[config.mk]
export PLATFORM = sky130hd
export DESIGN_NAME = btn_conditioner
export DESIGN_NICKNAME = d
export VERILOG_FILES = /design/src/rtl/btn_pkg.sv /design/src/rtl/btn_channel.sv /design/src/rtl/btn_conditioner.sv
export SDC_FILE = /design/constraint.sdc
export NUM_CORES = 1
export LEC_CHECK = 0
export ABC_AREA = 1
export BUFFER_PORTS_ARGS = -buffer_cell sky130_fd_sc_hd__buf_2
export CORE_MARGIN = 2
export CORE_UTILIZATION = 58
export DETAILED_ROUTE_END_ITERATION = 12
export MAX_ROUTING_LAYER = met4
export PLACE_DENSITY = 0.77
export REMOVE_ABC_BUFFERS = 1
export SYNTH_ARGS = -nofsm -noshare
export SYNTH_HDL_FRONTEND = slang
export SYNTH_SLANG_ARGS = --single-unit
export TNS_END_PERCENT = 20
[constraint.sdc]
create_clock -name clkin -period 7.09 [get_ports clkin]
set_input_delay 0.3545 -clock clkin [delete_from_list [all_inputs] [get_ports clkin]]
set_output_delay 0.3545 -clock clkin [all_outputs]
set_load 0.01 [all_outputs]
[src/rtl/btn_pkg.sv]
// rtl/btn_pkg.sv - shared types and helpers for the push-button conditioner
//
// Purpose : FSM state encoding for the per-channel auto-repeat machine and
//           constant functions that turn millisecond settings into clock
//           cycle counts.
// Ports   : none (package).

package btn_pkg;

   typedef enum logic [1:0] {
      IDLE   = 2'd0,
      DELAY  = 2'd1,
      REPEAT = 2'd2,
      HELD   = 2'd3
   } btn_state_t;

   // Milliseconds to clock cycles. A zero result would make the "count - 1"
   // compare values negative, so the result never drops below one cycle.
   function automatic int ms_to_cyc(input int clk_hz, input int ms);
      int cyc;
      cyc = clk_hz / 1000 * ms;
      return (cyc < 1) ? 1 : cyc;
   endfunction

   function automatic int max3(input int a, input int b, input int c);
      int m;
      m = (a > b) ? a : b;
      return (m > c) ? m : c;
   endfunction

endpackage

[src/rtl/btn_channel.sv]
// rtl/btn_channel.sv - one key: synchroniser, debouncer and auto-repeat FSM
//
// Purpose : Conditions a single raw key pin into a clean debounced level,
//           a one-cycle press/repeat strobe and a long-hold flag.
// Ports   :
//   clkin     in   system clock
//   rst       in   asynchronous active-high reset
//   key_raw   in   raw key pin, asynchronous to clkin
//   key_level out  debounced level, 1 = pressed
//   key_pulse out  one-cycle strobe on press and on each auto-repeat
//   key_long  out  1 while the key has been held past the hold delay

module btn_channel
   import btn_pkg::*;
#(
   parameter int DB_CYC     = 1,
   parameter int HOLD_CYC   = 1,
   parameter int RPT_CYC    = 1,
   parameter bit RPT_EN     = 1'b0,
   parameter bit ACTIVE_LOW = 1'b1
) (
   input  logic clkin,
   input  logic rst,
   input  logic key_raw,
   output logic key_level,
   output logic key_pulse,
   output logic key_long
);

   localparam int            MAX_CYC   = max3(DB_CYC, HOLD_CYC, RPT_CYC);
   localparam int            CW        = $clog2(MAX_CYC) + 1;
   localparam logic [CW-1:0] DB_LAST   = CW'(DB_CYC - 1);
   localparam logic [CW-1:0] HOLD_LAST = CW'(HOLD_CYC - 1);
   localparam logic [CW-1:0] RPT_LAST  = CW'(RPT_CYC - 1);
   localparam logic [CW-1:0] CNT_ONE   = CW'(1);

   logic          pressed_raw;
   logic          pin_q;
   logic          sync1_q;
   logic          sync2_q;
   logic          stable_q;
   logic [CW-1:0] db_cnt_q;

   logic          differ;
   logic          flip;
   logic          rise;
   logic          fall;

   btn_state_t    state_q;
   btn_state_t    state_d;
   logic [CW-1:0] timer_q;
   logic [CW-1:0] timer_d;
   logic          pulse_q;
   logic          pulse_d;
   logic          long_q;
   logic          long_d;

   // ------------------------------------------------------------------
   // Input path: polarity is folded into the pin capture flop so that
   // everything downstream sees 1 = pressed. Two synchroniser flops
   // follow; all three reset to "released".
   // ------------------------------------------------------------------
   assign pressed_raw = ACTIVE_LOW ? ~key_raw : key_raw;

   always_ff @(posedge clkin or posedge rst) begin
      if (rst) begin
         pin_q   <= 1'b0;
         sync1_q <= 1'b0;
         sync2_q <= 1'b0;
      end else begin
         pin_q   <= pressed_raw;
         sync1_q <= pin_q;
         sync2_q <= sync1_q;
      end
   end

   // ------------------------------------------------------------------
   // Debounce: the synchronised input must disagree with the stable state
   // on DB_CYC consecutive edges before the stable state flips. Any cycle
   // of agreement restarts the count, so short glitches never get through.
   // ------------------------------------------------------------------
   assign differ = sync2_q ^ stable_q;
   assign flip   = differ && (db_cnt_q == DB_LAST);
   assign rise   = flip && !stable_q;
   assign fall   = flip &&  stable_q;

   always_ff @(posedge clkin or posedge rst) begin
      if (rst) begin
         stable_q <= 1'b0;
         db_cnt_q <= '0;
      end else if (flip) begin
         stable_q <= ~stable_q;
         db_cnt_q <= '0;
      end else if (differ) begin
         db_cnt_q <= db_cnt_q + CNT_ONE;
      end else begin
         db_cnt_q <= '0;
      end
   end

   // ------------------------------------------------------------------
   // Auto-repeat FSM. The FSM reacts to the flip condition itself rather
   // than to stable_q, so the press strobe is registered on the same edge
   // as the level and both outputs rise together.
   // ------------------------------------------------------------------
   always_ff @(posedge clkin or posedge rst) begin
      if (rst) begin
         state_q <= IDLE;
         timer_q <= '0;
         pulse_q <= 1'b0;
         long_q  <= 1'b0;
      end else begin
         state_q <= state_d;
         timer_q <= timer_d;
         pulse_q <= pulse_d;
         long_q  <= long_d;
      end
   end

   always_comb begin
      state_d = state_q;
      timer_d = timer_q;
      pulse_d = 1'b0;

      case (state_q)
         IDLE: begin
            if (rise) begin
               pulse_d = 1'b1;
               state_d = DELAY;
               timer_d = '0;
            end
         end

         // Release is tested first so that a fall landing on the expiry
         // cycle wins: no repeat strobe, straight back to IDLE.
         DELAY: begin
            if (fall) begin
               state_d = IDLE;
               timer_d = '0;
            end else if (timer_q == HOLD_LAST) begin
               timer_d = '0;
               if (RPT_EN) begin
                  pulse_d = 1'b1;
                  state_d = REPEAT;
               end else begin
                  state_d = HELD;
               end
            end else begin
               timer_d = timer_q + CNT_ONE;
            end
         end

         REPEAT: begin
            if (fall) begin
               state_d = IDLE;
               timer_d = '0;
            end else if (timer_q == RPT_LAST) begin
               pulse_d = 1'b1;
               timer_d = '0;
            end else begin
               timer_d = timer_q + CNT_ONE;
            end
         end

         // Timer is frozen here; nothing is waiting on it.
         HELD: begin
            if (fall) begin
               state_d = IDLE;
               timer_d = '0;
            end
         end

         default: begin
            state_d = IDLE;
            timer_d = '0;
         end
      endcase

      // Registered long flag tracks the state being entered, so it rises
      // together with the first repeat strobe or on HELD entry.
      long_d = (state_d == REPEAT) || (state_d == HELD);
   end

   assign key_level = stable_q;
   assign key_pulse = pulse_q;
   assign key_long  = long_q;

endmodule

[src/rtl/btn_conditioner.sv]
// rtl/btn_conditioner.sv - four-channel push-button front end
//
// Purpose : Four independent key channels, each synchronised, debounced and
//           turned into press/auto-repeat strobes for the countdown timer.
// Ports   :
//   clkin          in   system clock (single clock domain)
//   rst            in   asynchronous active-high reset
//   key_raw[3:0]   in   raw key pins, asynchronous to clkin
//   key_level[3:0] out  debounced levels, 1 = pressed
//   key_pulse[3:0] out  one-cycle strobes on press and auto-repeat
//   key_long[3:0]  out  1 while the key is held past the hold delay

module btn_conditioner
   import btn_pkg::*;
#(
   parameter int         CLK_HZ      = 50000000,
   parameter int         DEBOUNCE_MS = 20,
   parameter int         HOLD_MS     = 500,
   parameter int         REPEAT_MS   = 100,
   parameter logic [3:0] RPT_MASK    = 4'b0100,
   parameter bit         ACTIVE_LOW  = 1'b1
) (
   input  logic       clkin,
   input  logic       rst,
   input  logic [3:0] key_raw,
   output logic [3:0] key_level,
   output logic [3:0] key_pulse,
   output logic [3:0] key_long
);

   localparam int DB_CYC   = ms_to_cyc(CLK_HZ, DEBOUNCE_MS);
   localparam int HOLD_CYC = ms_to_cyc(CLK_HZ, HOLD_MS);
   localparam int RPT_CYC  = ms_to_cyc(CLK_HZ, REPEAT_MS);

   for (genvar i = 0; i < 4; i++) begin : g_ch
      btn_channel #(
         .DB_CYC     (DB_CYC),
         .HOLD_CYC   (HOLD_CYC),
         .RPT_CYC    (RPT_CYC),
         .RPT_EN     (RPT_MASK[i]),
         .ACTIVE_LOW (ACTIVE_LOW)
      ) u_ch (
         .clkin     (clkin),
         .rst       (rst),
         .key_raw   (key_raw[i]),
         .key_level (key_level[i]),
         .key_pulse (key_pulse[i]),
         .key_long  (key_long[i])
      );
   end

endmodule

* After elaboration in Yosys (flattened, before gate mapping)
Index checks and enable logic that the tools add are counted.
Storage, ports and cells: memories 0, memory bits (read-only) 0, latch bits 0, register bits after elaboration 240, memory bits (writable) 0
Cells by class: order comparisons 0, divide/modulo/power cells 0, $mul 0, shifts and indexed selects 0, reductions and logical operators 32, muxes and demuxes 74, add/subtract/negate cells 8, equal/unequal tests 40, bitwise gates (word level) 12
Operators by type and width (number):
- $mux 26 | 32
- $pmux 26 s4 | 4
- $add 26x1->26 const B | 8
- $eq 26x20->1 const B | 4
- $eq 26x23->1 const B | 4
- $eq 26x25->1 const B | 4
- $eq 2x2->1 const B | 16
- $mux 2 | 16
- $pmux 2 s3 | 4
- $ne 2x1->1 const B | 8
- $mux 1 | 14
- $logic_and 1x1->1 | 12
- $eq 2x1->1 const B | 4
- $logic_not 2->1 | 4
- $not 1->1 | 8
- $reduce_and 2->1 | 4
- $reduce_or 2->1 | 4
- $pmux 1 s2 | 3
- $logic_not 1->1 | 4
- $logic_or 1x1->1 | 4
- $xor 1x1->1 | 4
- $pmux 1 s3 | 1

* Depth between registers and ports, before layout
Gate-level depths: netlist of the first run.
depth after elaboration 7, gate-level depth with buffers 13, depth with buffers taken out 13

* By module
From an unflattened synthesis of the first run, not the netlist that was laid out.
Unflattened totals: cells, all modules 2191, area, all modules 14999.4 sq um
Modules (own cells, without submodules):
- btn_channel at g_ch[0].u_ch ... | seq. area each 1476.4 sq um, cells an instance 556, area an instance 3716.1 sq um, instances 2
- btn_channel at g_ch[3].u_ch | seq. area each 1501.4 sq um, cells an instance 546, area an instance 3822.4 sq um, instances 1
- btn_channel at g_ch[2].u_ch | seq. area each 1501.4 sq um, cells an instance 533, area an instance 3744.8 sq um, instances 1

* Worst setup path before layout of the first run
OpenSTA, ideal clock, no wires.
kind flip-flop to flip-flop, from reg g_ch[1].u_ch.db_cnt_q[0], to reg g_ch[1].u_ch.timer_q[21], data required time 6.969 ns, stages on the path, launching flop included 13, setup slack 5.344 ns, period minus slack after synthesis 1.746 ns, setup time 0.121 ns, arrival 1.625 ns, buffers on the path 2, cell sequence dfrtp_1 -> ha_1 -> nand3_1 -> inv_1 -> nand2_1 -> nor2_1 -> nand3_2 -> nand2_2 -> buf_4 -> buf_4 -> nand4_1 -> nand2_1 -> nor2_1
Between the ends: word-level cells in the longest chain between the ends 5, elaborated cells on any way between the ends 10, those cells by class 3 x eq/ne; 3 x mux; 4 x reduce/logical
RTL lines:
- start: declaration | RTL line btn_channel.sv:42 | logic [CW-1:0] db_cnt_q;
- start signal: assignment | RTL line btn_channel.sv:95 | db_cnt_q <= db_cnt_q + CNT_ONE;
- $eq 26x20->1 (*) | RTL line btn_channel.sv:83 | assign flip = differ && (db_cnt_q == DB_LAST);
- $logic_and 1x1->1 (*) | RTL line btn_channel.sv:83
- $logic_and 1x1->1, on equally long branches | RTL line btn_channel.sv:85, btn_channel.sv:84
- $mux 26, or another cell as far along | RTL line btn_channel.sv:154 | if (fall) begin
- $pmux 26 s4 or $reduce_and 2->1 (tied branches)
- end signal: assignment | RTL line btn_channel.sv:114 | timer_q <= timer_d;
- end: declaration | RTL line btn_channel.sv:51 | logic [CW-1:0] timer_q;
Mark *: on every way between the ends. The rest lies on a longest branch, timed or not. A chain may end at the register's enable or synchronous reset.

* Final worst setup path of the first run
from reg g_ch[0].u_ch.db_cnt_q[0], to reg g_ch[0].u_ch.timer_q[15]
Between the ends: word-level cells in the longest chain between the ends 5, elaborated cells on any way between the ends 10, those cells by class 3 x eq/ne; 3 x mux; 4 x reduce/logical
RTL lines (RTL line):
- start: declaration | btn_channel.sv:42
- start signal: assignment | btn_channel.sv:95
- $eq 26x20->1 (*) | btn_channel.sv:83
- $logic_and 1x1->1 (*) | btn_channel.sv:83
- $logic_and 1x1->1, on equally long branches | btn_channel.sv:85, btn_channel.sv:84
- $mux 26, or another cell as far along | btn_channel.sv:154
- $pmux 26 s4 or $reduce_and 2->1 (tied branches)
- end signal: assignment | btn_channel.sv:114
- end: declaration | btn_channel.sv:51
Marked as above.

==> qor.yml, run 1 <==
status:
  status: "complete, no violations"
sta:
  worst_slew_pin_slew_ns: 1.04
  fmax_mhz: 375
  period_share: 0.377
  rsz0062_at_grt: "no"
  skew_ns: 0.0188
  period_needed_ns: 2.67
  hold_viol: 0
  setup_viol_count_final: 0
  finalSetupTns_ns: 0
  hold_ws_ns: 0.0269
  finalWorstSetupSlack_ns: 4.42
  finalMaxSlewViolations: 0
  timing.slew.headroom: 0.306
detailed_routing:
  drt_iter0_markers: 1180
  avgRoutedWirePerCell_microns: 13.8
  ant_nets: 0
  routed_wirelength_microns: 35700
  drt-vias-per-instance: 5.44
  drc: 0
  num_vias: 14036
  detail_route.first_pass.iterations: 5
cts:
  cts_buffers: 28
  clkLatencyLatePin_ns: 0.55
  cts_tree: "built"
  post_cts_buffers: 0
  clock-sinks: 240
  cts_buffer_depth: 3
  cts-root-buf: "clkbuf_16"
  htreeDepth: 1
  cts_resized: 0
  clkTransAtPathRegs_ns: 0.06
synth:
  netlist.area_leader.share: 0.390
  synth_edf_count: 0
  synth_area_sq_um: 15400
  syn_inst: 2218
  synthDistinctLibCells: 50
  yosysWarningCount: 0
  avgSynthCellArea_sq_um: 6.95
  ys_seq_area_frac: 0.390
  synth_top_cell_by_area: "dfrtp_1"
  synth_flop_cell: "dfrtp_1"
  ys_top_cells_by_area: "dfrtp_1 (39%), nand2_1 (13%), nor2_1 (9.6%), inv_1 (8.1%), nand3_1 (5.5%)"
  synth_seq_cells: 240
  synthArstFlopShare: 1.00
layout:
  insertedDiodeCount: 0
  fin_cells: 2582
  layout_commonest_cell: "nand2_1"
  drive_gt1_frac: 0.0694
  final_cell_mix: "nand2_1 (547), nor2_1 (394), inv_1 (333)"
  stdcell_area_sq_um: 16500
  synthToLayoutAreaGrowth_pct: 7.34
  fin_nets: 2260
die:
  core-area_sq_um: 26100
  die_w_microns: 167
  start_util: 0.591
  ioPinCount: 18
  die_h_microns: 167
  rows: 59
  dieArea_sq_um: 27900
setup_path:
  crit_top_cell: "nand2_2"
  worstPathRequired_ns: 7.51
  cpPeakStageDelay_ns: 0.39
  crit_arrival_ns: 3.09
  slowest_stage: "dfrtp_1"
  crit_path_end_kind: "flop"
  critical_path_class: "reg2reg"
  worst-path-max-fanout: 21
  crit_chain: "ha_1, nand3_2, clkinv_1, nand2_2, nor2_4, nand3_2, nand2_2, nand2_4, inv_2, nand2_2, inv_2, nor2_1"
  start_kind: "flop"
global_route:
  grt_max_degree: 103
  grt-ovfl-total: 0
  antenna_found_initial: 0
  grt_pass1_vias: 13345
  grt_pass1_wl_microns: 61500
  grt.total_usage: 0.265
power_and_ir_drop:
  peakVddDrop_mv: 0.178
  power.static_leakage_uw: 0.00787
  p_per_area_nw_per_um2: 175
placement:
  gp_congestion: 0.992
  hpwl_microns: 26000
  dp.cells: 2530
  place_ws_ns: 4.42
  port_buffers: 17
  placed_area_sq_um: 15600
flow_run:
  timing.max_cap.violations: 0
worst_hold_path:
  hp-class: "in2reg"
-- worst paths after layout --
kind                       cells past startpoint  slack, ns                     start                  endpoint
max reg2reg                                   12       4.42  g_ch[0].u_ch.db_cnt_q[0]  g_ch[0].u_ch.timer_q[15]
max in group asynchronous                      4       5.14                       rst  g_ch[3].u_ch.timer_q[22]
min reg2reg                                    0       0.35      g_ch[2].u_ch.sync1_q      g_ch[2].u_ch.sync2_q
max                                           12       4.42  g_ch[0].u_ch.db_cnt_q[0]  g_ch[0].u_ch.timer_q[15]
min                                            2       0.03                key_raw[2]        g_ch[2].u_ch.pin_q
min in group asynchronous                      3       0.50                       rst      g_ch[0].u_ch.sync1_q
-- cell type report --
| type | instances | area [sq um] |
|---|---|---|
| Fill cell | 2339 | 9520 |
| Inverter | 347 | 1320 |
| Clock inverter | 11 | 138 |
| Sequential cell | 240 | 6010 |
| Tap cell | 335 | 419 |
| Multi-Input combinational cell | 1589 | 7730 |
| Clock buffer | 37 | 795 |
| Timing Repair Buffer | 23 | 140 |
-- sequential cells by signal, summed over array words and instances (netlist names) --
register             flops
g_ch.u_ch.db_cnt_q     104
g_ch.u_ch.key_level      4
g_ch.u_ch.key_long       4
g_ch.u_ch.key_pulse      4
g_ch.u_ch.pin_q          4
g_ch.u_ch.state_q        8
g_ch.u_ch.sync1_q        4
g_ch.u_ch.sync2_q        4
g_ch.u_ch.timer_q      104
-- kinds of logic (layout without fill, tap and decap cells) --
logic type / Yosys count / count (layout) / synth area share
xor+xnor: 39 / 39 / 0.0222
buf+inv: 389 / 418 / 0.109
flops: 240 / 240 / 0.390
compound gates: 164 / 164 / 0.0651
simple gates: 1361 / 1361 / 0.394
fa+ha+maj: 25 / 25 / 0.0203
-- per-layer routing --
metal / GRT usage / vias to the layer above / wire length (microns)
met2: 0.435 / 350 / 16900
met4: 0.0697 / 0 / 748
li1: - / 7045 / -
met3: 0.0309 / 62 / 1600
met1: 0.351 / 6579 / 16400
met5: - / - / 0
-- what timing repair did --
item | CTS | global route
setup endpoints to repair | 0 | 0
endpoints found under the hold margin | 94 | 0
hold buffers | 4 | 0
-- synthesized netlist by cell type (4+ instances only) --
cell type,instances
ha_1,25
inv_2,8
nand3_1,169
buf_2,5
nor2_4,6
o21ai_2,5
nand2_1,547
o21ai_1,12
nand3b_1,4
xor2_1,29
nor3_1,63
nor2_1,394
inv_1,334
o21ai_0,55
nor2_2,13
nor3b_1,9
and3_1,4
o21bai_1,14
a21oi_1,47
buf_4,23
nand3_2,8
a211oi_1,4
buf_6,12
o211a_1,5
nor4_1,22
nand2_4,8
dfrtp_1,240
nand2_2,15
o21bai_2,9
nor3_2,6
nand4_1,80
xnor2_1,10
-- report_power, final --
group / switching [uW] / internal (uW) / leakage [uW]
Combinational: 47.2 / 12.7 / 0.00410
Clock: 585 / 861 / 0.000449
Sequential: 5.91 / 1380 / 0.00332
Total: 639 / 2250 / 0.00787
-- stage by stage --
stage	power, uW	util
final	2890	0.635
after global routing	2980	0.635
after CTS	2920	0.635
after detailed placement	1470	0.597
after global placement	1470	0.597
after floorplan	1450	-
-- worst max-delay path: cells and delay by family (launching register included) --
kind	cells	cell delay [ns]
and+or+nand+nor	8	1.37
buffers and inverters	3	0.56
DFF	1	0.39
adders and majority gates	1	0.22
Power figures use the tool's default switching activity.
==> run 2: changes to the inputs <==
Settings changed: ABC_AREA 1 to 0, CORE_UTILIZATION 58 to 64, PLACE_DENSITY 0.77 to 0.81.
Clock period 7.09 ns to 2.75 ns, I/O delays scaled along.
==> run 2 against run 1 <==
- sequential share of layout area grew 4.8 points
- fmax grew 1.3%
- synthesized cell count is 36% lower
- sequential power rose to 2.6 times the previous value
- sequential cell count did not move
- via count shrank 23%
==> qor.yml, run 2 <==
status:
  status: "complete, no violations"
setup_path:
  cp-startpoint: "g_ch[0].u_ch.db_cnt_q[10]"
  worst-path-max-fanout: 7  # -67%
  crit_top_cell: "or4_1"
  critical_path_class: "reg2reg"
  slowest_stage: "or4_1"
  rrSetupSlack_ns: 0.11  # -4.31 ns
  crit_path_end_kind: "flop"
  crit_chain: "or4_1, or4_4, o31ai_4, a22oi_2, or4_1, o21ai_0"
  rr_startpoint: "g_ch[0].u_ch.db_cnt_q[10]"
  worstPathRequired_ns: 3.19  # -4.32 ns
  cpPeakStageDelay_ns: 0.52  # +0.13 ns
  crit_end: "g_ch[0].u_ch.timer_q[23]"
  start_kind: "flop"
  rr_worst_depth: 6  # -6
  crit_arrival_ns: 3.08  # about the same
  timing.rr.end: "g_ch[0].u_ch.timer_q[23]"
power_and_ir_drop:
  switching_share: 0.212  # -0.00935
  pwr-share-clk: 0.492  # -0.008
  power_frac_comb: 0.020  # about the same
  p_per_area_nw_per_um2: 501  # +190%
  internal-power_uw: 5770  # +160%
  power_switching_uw: 1550  # +140%
  peakVddDrop_mv: 0.508  # +180%
  seqPwrFrac: 0.488  # +0.009
  power.static_leakage_uw: 0.00630  # -20%
global_route:
  grt_max_degree: 86  # -17%
  grt_pass1_vias: 10462  # -22%
  grt_pass1_wl_microns: 49000  # -20%
  grt-ovfl-total: 0  # unchanged
  grt.total_usage: 0.275  # +0.00967
  antenna_found_initial: 0  # unchanged
synth:
  synth-adder-area-share: 0.0240  # +0.00367
  synth_xor_area_frac: 0.0684  # +0.0463
  synthArstFlopShare: 1.00  # unchanged
  yosysWarningCount: 0  # unchanged
  synth_compound_area_frac: 0.136  # +0.0711
  synth_edf_count: 0  # unchanged
  synth_flop_cell: "dfrtp_1"
  avgSynthCellArea_sq_um: 9.21  # +33%
  synth_area_sq_um: 13100  # -15%
  synth_top_family_by_area: "simple AND/OR/NAND/NOR gates"
  synthDistinctLibCells: 65  # +30%
  ys_seq_area_frac: 0.460  # +0.0704
  synth_top_cell_by_area: "dfrtp_1"
  synthSimpleGateAreaFrac: 0.270  # -0.124
  syn_inst: 1417  # -36%
  synth_seq_cells: 240  # unchanged
  synth_mux_area_frac: 0.00240  # +0.00240
  ys_top_cells_by_area: "dfrtp_1 (46%), nor2_1 (5.5%), a22o_1 (3.9%), xor2_1 (3.8%), xnor2_1 (3.1%)"
  yosysMostFrequentCell: "dfrtp_1"
  netlist.area_leader.share: 0.460  # +0.0704
  synthTopCellsByCount: "dfrtp_1 (240), nor2_1 (190), nand2_1 (101)"
die:
  dieArea_sq_um: 21600  # -23%
  die_w_microns: 147  # -12%
  rows: 52  # -12%
  core-area_sq_um: 20100  # -23%
  die_h_microns: 147  # -12%
  ioPinCount: 18  # unchanged
  start_util: 0.649  # +0.0579
placement:
  dp.cells: 1686  # -33%
  gp_congestion: 0.902  # -9.0%
  place_ws_ns: -0.000796  # -4.42 ns
  hpwl_microns: 18400  # -29%
  port_buffers: 17  # unchanged
  placed_area_sq_um: 13600  # -13%
sta:
  hold_ws_ns: 0.224  # +0.197 ns
  hold_viol: 0  # unchanged
  skew_ns: 0.00776  # -0.0110 ns
  finalWorstSetupSlack_ns: 0.115  # -4.31 ns
  finalMaxSlewViolations: 0  # unchanged
  timing.slew.headroom: 0.447  # +0.141
  rsz0062_at_grt: "no"
  setup_viol_count_final: 0  # unchanged
  period_needed_ns: 2.64  # -0.0341 ns
  worst_slew_pin_slew_ns: 0.822  # -0.215 ns
  fmax_mhz: 379  # +1.3%
  period_share: 0.958  # +0.582
worst_hold_path:
  hp-class: "in2async"
layout:
  insertedDiodeCount: 0  # unchanged
  final_cell_mix: "dfrtp_1 (240), nor2_1 (189), nand2_1 (101)"
  synthToLayoutAreaGrowth_pct: 11.8
  drive_gt1_frac: 0.0936  # +0.0241
  final.fill_count: 1423  # -39%
  fin_cells: 1745  # -32%
  fin_nets: 1487  # -34%
  top_regs: "g_ch.u_ch.db_cnt_q x104, g_ch.u_ch.timer_q x104, g_ch.u_ch.state_q x8"
  stdcell_area_sq_um: 14600  # -12%
  layout_commonest_cell: "dfrtp_1"
  fin_util: 0.726  # +0.0914
cts:
  htreeDepth: 1  # unchanged
  cts_tree: "built"
  clock-sinks: 240  # unchanged
  cts-root-buf: "clkbuf_16"
  clkTransAtPathRegs_ns: 0.06  # about the same
  clkLatencyLatePin_ns: 0.53  # -0.02 ns
  cts_buffer_depth: 3  # unchanged
  cts_buffers: 27  # -3.6%
detailed_routing:
  drc: 0  # unchanged
  num_vias: 10750  # -23%
  detail_route.first_pass.iterations: 6  # +1
  avgRoutedWirePerCell_microns: 16.1  # +17%
  ant_nets: 0  # unchanged
  drt-vias-per-instance: 6.16  # +13%
  drt_iter0_markers: 794  # -33%
  routed_wirelength_microns: 28100  # -21%
flow_run:
  timing.max_cap.violations: 0  # unchanged
## run 2: timing repair
action | 4_1_cts | 5_1_grt
hold buffers | 5 | 0
gates resized for setup | 0 | 14
endpoints found under the hold margin | 77 | 0
setup buffers | 0 | 5
endpoints found under the setup margin | 0 | 78
## run 2: logic make-up after synthesis
kind of cell | Yosys count
xor gates and xnor gates | 102
and+or+nand+nor | 683
AOI/OAI and AO/OA | 247
muxes | 3
DFF | 240
buffers and inverters | 117
adders and majority gates | 25
## run 2: worst min-delay path by stage
stage	start	to	slack [ns]	depth (start not counted)
floorplan	key_raw[0]	g_ch[0].u_ch.pin_q	0.20	1
global placement	rst	g_ch[3].u_ch.timer_q[23]	0.25	2
detailed placement	rst	g_ch[3].u_ch.timer_q[23]	0.25	2
CTS	rst	g_ch[3].u_ch.timer_q[23]	0.25	3
global route	rst	g_ch[3].u_ch.timer_q[13]	0.28	3
finish	rst	g_ch[3].u_ch.timer_q[23]	0.22	3
## run 2: per-stage QoR
stage / setup TNS [ns] / power [uW]
after floorplan: -954.37 / 3730
after global placement: 0 / 3780
after detailed placement: -0.000796 / 3780
after CTS: 0 / 7380
after global routing: 0 / 7530
final: 0 / 7320
## run 2: critical path, delay by kind of cell, from the launching register on
| family | cells | cell delay, ns |
|---|---|---|
| compound gates | 3 | 0.63 |
| simple gates | 3 | 1.52 |
| flops | 1 | 0.40 |
## run 2: per-layer routing
| layer | GRT usage | wire, microns | up-vias |
|---|---|---|---|
| met2 | 0.445 | 13500 | 243 |
| met1 | 0.368 | 12900 | 5246 |
| met4 | 0.0806 | 627 | 0 |
| met5 | - | 0 | - |
| met3 | 0.0345 | 1120 | 58 |
| li1 | - | - | 5203 |
## run 2: layout make-up
type / instances / area (sq um) / share of cell area
Clock buffer: 42 / 802 / 0.0549
Clock inverter: 6 / 86.3 / 0.00591
Inverter: 52 / 203 / 0.0139
Multi-Input combinational cell: 1061 / 6610 / 0.453
Sequential cell: 240 / 6010 / 0.411
Tap cell: 270 / 338 / 0.0231
Timing Repair Buffer: 74 / 551 / 0.0377
## run 2: power groups by stage
stage / clock network (uW) / logic [uW] / registers, uW
after floorplan: 0 / 92.8 / 3630
after CTS: 3650 / 153 / 3570
after detailed placement: 0 / 147 / 3640
final: 3600 / 147 / 3570
after global placement: 0 / 144 / 3640
after global routing: 3780 / 173 / 3570
